**src/rtl/dtw_result_packer_if.sv**
```systemverilog
// dtw_result_packer_if: result capture inputs, AXI-Stream output and status of the DTW result packer
interface dtw_result_packer_if #(
    parameter int WIDTH          = 16,
    parameter int AXIS_WIDTH     = 32,
    parameter int FIFO_PTR_WIDTH = 3
);
    logic                    results_val;
    logic [31:0]             curr_qeu_id;
    logic [31:0]             curr_ref_id;
    logic [WIDTH-1:0]        curr_minval;
    logic [31:0]             curr_position;
    logic [AXIS_WIDTH-1:0]   m_axis_tdata;
    logic                    m_axis_tvalid;
    logic                    m_axis_tready;
    logic                    m_axis_tlast;
    logic                    overflow;
    logic [15:0]             drop_count;
    logic [31:0]             result_count;
    logic [FIFO_PTR_WIDTH:0] pending;

    modport master (
        input  results_val, curr_qeu_id, curr_ref_id, curr_minval, curr_position, m_axis_tready,
        output m_axis_tdata, m_axis_tvalid, m_axis_tlast, overflow, drop_count, result_count, pending
    );

    modport slave (
        output results_val, curr_qeu_id, curr_ref_id, curr_minval, curr_position, m_axis_tready,
        input  m_axis_tdata, m_axis_tvalid, m_axis_tlast, overflow, drop_count, result_count, pending
    );
endinterface

```
**src/rtl/dtw_result_packer.sv**
```systemverilog
// dtw_result_packer: buffers DTW match results in a FIFO and streams each as a 4-beat AXI-Stream packet
module dtw_result_packer #(
    parameter int WIDTH          = 16,
    parameter int AXIS_WIDTH     = 32,
    parameter int FIFO_DEPTH     = 8,
    parameter int FIFO_PTR_WIDTH = 3
) (
    input logic                  clk,
    input logic                  rst_n,
    dtw_result_packer_if.master  bus
);
    typedef enum logic [2:0] {S_IDLE, S_QID, S_RID, S_MIN, S_POS} state_t;
    localparam logic [FIFO_PTR_WIDTH:0] L_DEPTH = FIFO_DEPTH[FIFO_PTR_WIDTH:0];
    state_t                    r_state;
    state_t                    w_next;
    logic [127:0]              r_mem [FIFO_DEPTH];
    logic [FIFO_PTR_WIDTH-1:0] r_wr_ptr;
    logic [FIFO_PTR_WIDTH-1:0] r_rd_ptr;
    logic [FIFO_PTR_WIDTH:0]   r_count;
    logic [127:0]              r_hold;
    logic                      r_overflow;
    logic [15:0]               r_drop_count;
    logic [31:0]               r_result_count;
    logic [AXIS_WIDTH-1:0]     w_tdata;
    logic [127:0]              w_entry;
    logic                      w_full;
    logic                      w_push;
    logic                      w_pop;
    logic                      w_fire;

    assign w_entry = {bus.curr_qeu_id, bus.curr_ref_id, 32'(bus.curr_minval), bus.curr_position};
    assign w_full  = r_count == L_DEPTH;
    assign w_push  = bus.results_val && !w_full;
    assign w_pop   = r_state == S_IDLE && r_count != '0;
    assign w_fire  = bus.m_axis_tvalid && bus.m_axis_tready;

    // FIFO storage; no reset needed since occupancy gates every read
    always_ff @(posedge clk) begin
        if (w_push) r_mem[r_wr_ptr] <= w_entry;
    end

    // FIFO pointers and occupancy; full test uses the registered count so a same-cycle pop frees nothing
    always_ff @(posedge clk or negedge rst_n) begin
        if (!rst_n) begin
            r_wr_ptr <= '0;
            r_rd_ptr <= '0;
            r_count  <= '0;
        end else begin
            r_wr_ptr <= r_wr_ptr + FIFO_PTR_WIDTH'(w_push);
            r_rd_ptr <= r_rd_ptr + FIFO_PTR_WIDTH'(w_pop);
            r_count  <= r_count + (FIFO_PTR_WIDTH+1)'(w_push) - (FIFO_PTR_WIDTH+1)'(w_pop);
        end
    end

    // Output state and holding register loaded from the FIFO head when a packet starts
    always_ff @(posedge clk or negedge rst_n) begin
        if (!rst_n) begin
            r_state <= S_IDLE;
            r_hold  <= '0;
        end else begin
            r_state <= w_next;
            if (w_pop) r_hold <= r_mem[r_rd_ptr];
        end
    end

    // Next state: leave idle when data is buffered, otherwise advance one beat per handshake
    always_comb begin
        w_next = r_state;
        if (r_state == S_IDLE) w_next = w_pop ? S_QID : S_IDLE;
        else if (w_fire)       w_next = r_state == S_POS ? S_IDLE : state_t'(r_state + 3'd1);
    end

    // Beat data selected from the holding register; zero while idle
    always_comb begin
        w_tdata = '0;
        case (r_state)
            S_QID:   w_tdata = r_hold[127:96];
            S_RID:   w_tdata = r_hold[95:64];
            S_MIN:   w_tdata = r_hold[63:32];
            S_POS:   w_tdata = r_hold[31:0];
            default: w_tdata = '0;
        endcase
    end

    // Drop accounting (sticky/saturating) and completed-packet count (wrapping)
    always_ff @(posedge clk or negedge rst_n) begin
        if (!rst_n) begin
            r_overflow     <= 1'b0;
            r_drop_count   <= '0;
            r_result_count <= '0;
        end else begin
            if (bus.results_val && w_full) begin
                r_overflow   <= 1'b1;
                r_drop_count <= r_drop_count == 16'hFFFF ? r_drop_count : r_drop_count + 16'd1;
            end
            if (w_fire && r_state == S_POS) r_result_count <= r_result_count + 32'd1;
        end
    end

    assign bus.m_axis_tdata  = w_tdata;
    assign bus.m_axis_tvalid = r_state != S_IDLE;
    assign bus.m_axis_tlast  = r_state == S_POS;
    assign bus.overflow      = r_overflow;
    assign bus.drop_count    = r_drop_count;
    assign bus.result_count  = r_result_count;
    assign bus.pending       = r_count;
endmodule

```
**src/flat_wrapper.sv**
```systemverilog
// flat-port wrapper written by rule: the top's interface ports become plain ports
module dtw_result_packer_flat 
#(
    parameter int WIDTH          = 16,
    parameter int AXIS_WIDTH     = 32,
    parameter int FIFO_DEPTH     = 8,
    parameter int FIFO_PTR_WIDTH = 3
)
  (clk, rst_n, bus_results_val, bus_curr_qeu_id, bus_curr_ref_id, bus_curr_minval, bus_curr_position, bus_m_axis_tready, bus_m_axis_tdata, bus_m_axis_tvalid, bus_m_axis_tlast, bus_overflow, bus_drop_count, bus_result_count, bus_pending);
  dtw_result_packer_if #(.WIDTH(WIDTH), .AXIS_WIDTH(AXIS_WIDTH), .FIFO_PTR_WIDTH(FIFO_PTR_WIDTH)) bus_i ();
  input logic clk;
  input logic rst_n;
  input wire logic [$bits(bus_i.results_val)-1:0] bus_results_val;
  input wire logic [$bits(bus_i.curr_qeu_id)-1:0] bus_curr_qeu_id;
  input wire logic [$bits(bus_i.curr_ref_id)-1:0] bus_curr_ref_id;
  input wire logic [$bits(bus_i.curr_minval)-1:0] bus_curr_minval;
  input wire logic [$bits(bus_i.curr_position)-1:0] bus_curr_position;
  input wire logic [$bits(bus_i.m_axis_tready)-1:0] bus_m_axis_tready;
  output wire logic [$bits(bus_i.m_axis_tdata)-1:0] bus_m_axis_tdata;
  output wire logic [$bits(bus_i.m_axis_tvalid)-1:0] bus_m_axis_tvalid;
  output wire logic [$bits(bus_i.m_axis_tlast)-1:0] bus_m_axis_tlast;
  output wire logic [$bits(bus_i.overflow)-1:0] bus_overflow;
  output wire logic [$bits(bus_i.drop_count)-1:0] bus_drop_count;
  output wire logic [$bits(bus_i.result_count)-1:0] bus_result_count;
  output wire logic [$bits(bus_i.pending)-1:0] bus_pending;
  assign bus_i.results_val = bus_results_val;
  assign bus_i.curr_qeu_id = bus_curr_qeu_id;
  assign bus_i.curr_ref_id = bus_curr_ref_id;
  assign bus_i.curr_minval = bus_curr_minval;
  assign bus_i.curr_position = bus_curr_position;
  assign bus_i.m_axis_tready = bus_m_axis_tready;
  assign bus_m_axis_tdata = bus_i.m_axis_tdata;
  assign bus_m_axis_tvalid = bus_i.m_axis_tvalid;
  assign bus_m_axis_tlast = bus_i.m_axis_tlast;
  assign bus_overflow = bus_i.overflow;
  assign bus_drop_count = bus_i.drop_count;
  assign bus_result_count = bus_i.result_count;
  assign bus_pending = bus_i.pending;
  dtw_result_packer #(.WIDTH(WIDTH), .AXIS_WIDTH(AXIS_WIDTH), .FIFO_DEPTH(FIFO_DEPTH), .FIFO_PTR_WIDTH(FIFO_PTR_WIDTH)) u_core (.clk(clk), .rst_n(rst_n), .bus(bus_i));
endmodule
```
**config.mk**
```make
export PLATFORM = sky130hd
export DESIGN_NAME = dtw_result_packer_flat
export DESIGN_NICKNAME = d
export VERILOG_FILES = /design/src/rtl/dtw_result_packer_if.sv /design/src/rtl/dtw_result_packer.sv /design/src/flat_wrapper.sv
export SDC_FILE = /design/constraint.sdc
export NUM_CORES = 1
export LEC_CHECK = 0
export BUFFER_PORTS_ARGS = -buffer_cell sky130_fd_sc_hd__buf_2
export CAP_MARGIN = 20
export CORE_ASPECT_RATIO = 1.25
export CORE_MARGIN = 10
export CORE_UTILIZATION = 49
export DETAILED_ROUTE_END_ITERATION = 8
export GPL_TIMING_DRIVEN = 0
export PLACE_DENSITY = 0.66
export SLEW_MARGIN = 20
export SYNTH_ARGS = -nofsm -noshare
export SYNTH_HDL_FRONTEND = slang
export SYNTH_SLANG_ARGS = --single-unit
```
**constraint.sdc**
```tcl
create_clock -name clk -period 14.41 [get_ports clk]
set_clock_uncertainty 0.05 [all_clocks]
set_input_delay 2.1615 -clock clk [delete_from_list [all_inputs] [get_ports clk]]
set_output_delay 2.1615 -clock clk [all_outputs]
set_load 0.02 [all_outputs]
```
==> results.py <==
metrics = {
    "critical_path": {
        "r2r_setup_slack_ns": 10.90,
        "worst_r2r_startpoint": "u_core.bus.pending[2]",
        "slowest_delay_ns": 0.49,
        "reg2reg_to": "u_core.r_mem[1][63]",
        "arrival_ns": 3.48,
        "crit_fanout": 10,
        "timing.critical_path.buf_inv": 4,
        "crit_type": "reg -> out",
        "crit_required_ns": 12.20,
        "cp_common_cell": "buf_2",
        "crit_slowest_cell": "a21oi_1",
        "critPathLaunchType": "register",
        "end_kind": "primary output",
        "crit_chain": "inv_1 -> ha_1 -> and2_1 -> buf_2 -> clkbuf_1 -> a22oi_1 -> a21oi_1 -> buf_2",
        "r2r_cells": 10,
        "crit_family": "buffers and inverters",
    },
    "route": {
        "avgRoutedWirePerCell_um": 27.9,
        "drtAntennaViolNets": 0,
        "drc": 0,
        "wirelength_mm": 100,
        "first_pass_iters": 5,
        "drt-initial-drc-count": 1939,
        "vias_per_cell": 5.90,
        "dr_total_vias": 21240,
    },
    "job": {
        "drv_cap": 0,
    },
    "status": {
        "status": "finished clean",
    },
    "power_and_ir_drop": {
        "internal_power_uw": 6690,
        "vdd_drop_max_mv": 0.118,
        "p_switching_uw": 3370,
        "netSwitchingFraction_pct": 33.5,
        "combPwrFrac_pct": 32.6,
        "clkPwrFrac_pct": 25.8,
        "p_leak_uw": 0.0168,
        "powerDensity_mw_per_mm2": 210,
        "pwr-share-seq_pct": 41.6,
    },
    "cts": {
        "cts_hold_buf": 0,
        "clkSlewWorstSetupHoldPaths_ns": 0.06,
        "cts.sinks": 1070,
        "cts_tree": "built",
        "cts_buffer_depth": 3,
        "numCtsBuffers": 100,
        "root_buffer": "clkbuf_16",
        "clock_latency_ns": 0.68,
        "cts_resized": 0,
        "htree_levels": 3,
        "postCtsSetupRepairBufs": 0,
    },
    "sta": {
        "maxSlewHeadroom_pct": 34.8,
        "tightestPinTransition_ns": 0.978,
        "fin_ws_ns": 8.72,
        "report.final.hold_viol_count": 0,
        "fmax_mhz": 176,
        "finalSetupViolCount": 0,
        "rsz0062_at_grt": "no",
        "fin_crit_sh_pct": 39.5,
        "post-route-min-period_ns": 5.69,
        "slew_viol_final": 0,
    },
    "synthesis": {
        "synth_top_area_cell": "edfxtp_1",
        "synth-seq-area-share_pct": 76.1,
        "yosysTopAreaCellShare_pct": 65.5,
        "async_flop_share_pct": 16.3,
        "syn_avg_cell_area_um2": 20.1,
        "yosys_warnings": 0,
        "synthDistinctLibCells": 50,
        "synth-seq-cells": 1070,
        "synthFlopType": "edfxtp_1",
        "synth_edf_count": 896,
        "ys_top_cells_by_area": "edfxtp_1, mux4_2, dfrtp_1, mux2i_1, a21oi_1",
        "syn_inst": 2045,
        "synth_fp_nets": 2177,
        "syn_area_mm2": 0.0411,
    },
    "floorplanning": {
        "start_util_pct": 49.5,
        "die_x_um": 279,
        "io_pins": 203,
        "dieArea_mm2": 0.0959,
        "die_y_um": 344,
        "core_mm2": 0.0830,
        "rows": 118,
    },
    "place": {
        "port_buffers": 202,
        "pre_cts_ws_ns": 9.19,
        "place_area_mm2": 0.0447,
        "hpwlAfterDp_mm": 70.3,
        "gp_congestion": 0.886,
    },
    "cells_and_area": {
        "syn_to_final_growth_pct": 16.7,
        "drive_gt1_share_pct": 29.5,
        "final_util_pct": 57.8,
        "final_common_cell": "edfxtp_1",
        "fin_area_mm2": 0.0480,
        "nNetsFinal": 2555,
        "mostFrequentLayoutCells": "edfxtp_1, buf_2, mux4_2",
    },
    "global_routing": {
        "antenna_found_initial": 27,
        "grt_pass1_vias": 21885,
        "grt_usage_pct": 21.1,
        "grt-ovfl-total": 0,
        "grt_pass1_wl_mm": 148,
        "grt_max_degree": 94,
    },
    "hold_path": {
        "hold_depth": 1,
        "hold_class": "reg -> reg",
        "hold_end": "u_core.bus.result_count[31]",
        "min_from": "u_core.bus.result_count[31]",
    },
}
-- routing by layer --
layer	vias to the layer above	global-route usage [%]	routed length, um
met4	28	7.24	2540
met2	832	34.6	49900
met1	11223	27.7	39900
met5	-	0	187
met3	153	4.82	7930
li1	9004	-	-
-- registers in the layout (all words and copies together) (netlist names) --
register and count:
u_core.bus.pending 4, u_core.bus.drop_count 16, u_core.r_hold 112, u_core.bus.result_count 32
u_core.bus.overflow 1, u_core.r_wr_ptr 3, u_core.r_rd_ptr 3, u_core.r_state 3
u_core.r_mem 896
-- cells in the mapped netlist, drive strengths merged (5+ instances only) --
| master | number |
|---|---|
| nor3 | 7 |
| a21oi | 133 |
| and2 | 5 |
| a22oi | 48 |
| nand4 | 16 |
| xnor2 | 33 |
| ha | 15 |
| edfxtp | 896 |
| xor2 | 14 |
| nor2 | 127 |
| mux2i | 112 |
| inv | 10 |
| dfrtp | 174 |
| nor4 | 7 |
| clkbuf | 34 |
| nand2 | 54 |
| and3 | 5 |
| mux4 | 224 |
| buf | 73 |
| nand2b | 8 |
| mux2 | 7 |
| nand3 | 18 |
-- power groups by stage --
stage	Combinational, uW	Sequential [uW]	Clock (uW)
finish	3280	4180	2590
global route	3510	4210	2760
CTS	3330	4170	2630
detailed placement	3320	4230	0
global placement	3120	4390	0
floorplan	2000	4240	0
-- how the worst max path moves through the flow --
stage	start	end	slack (ns)	cells after the start
6_report	u_core.r_state[0]	bus_m_axis_tdata[5]	8.72	8
5_1_grt	u_core.r_state[0]	bus_m_axis_tdata[2]	8.58	8
4_1_cts	u_core.r_state[0]	bus_m_axis_tdata[7]	8.84	8
3_5_place_dp	bus_results_val	u_core.r_mem[1][63]	9.19	9
3_3_place_gp	bus_results_val	u_core.r_mem[1][61]	-5.49	4
2_1_floorplan	bus_results_val	u_core.r_mem[1][0]	3.41	3
-- metrics by stage --
stage / TNS (ns) / instances / total power (uW) / hold WS (ns)
final: 0 / 3597 / 10100 / 0.416
after global routing: 0 / 3593 / 10500 / 0.438
after CTS: 0 / 3588 / 10100 / 0.420
after detailed placement: 0 / 3401 / 7550 / 0.409
after global placement: -1218.67 / 3327 / 7500 / 0.402
after floorplan: 0 / 2045 / 6230 / 0.423
-- final cells by class --
type	instances	area (um^2)
Fill cell	6053	35000
Sequential cell	1070	31300
Multi-Input combinational cell	858	9270
Clock inverter	56	526
Antenna cell	9	22.5
Clock buffer	131	2700
Inverter	10	37.5
Timing Repair Buffer	276	2200
Buffer	107	586
Tap cell	1080	1350
-- kinds of logic (layout without fill, tap and decap cells) --
group                    count (synthesis)  in the layout  share of synthesized area [%]
flip-flops                            1070           1070                           76.1
multiplexers                           343            343                           15.2
AND/OR/NAND/NOR                        263            263                           3.09
AO/OA/AOI/OAI                          189            189                           2.63
buffers and inverters                  117            580                           1.52
XOR/XNOR                                47             47                           1.00
adder cells (fa/ha/maj)                 16             16                          0.505
other                                    0              9                              0
(Power assumes the default switching activity.)
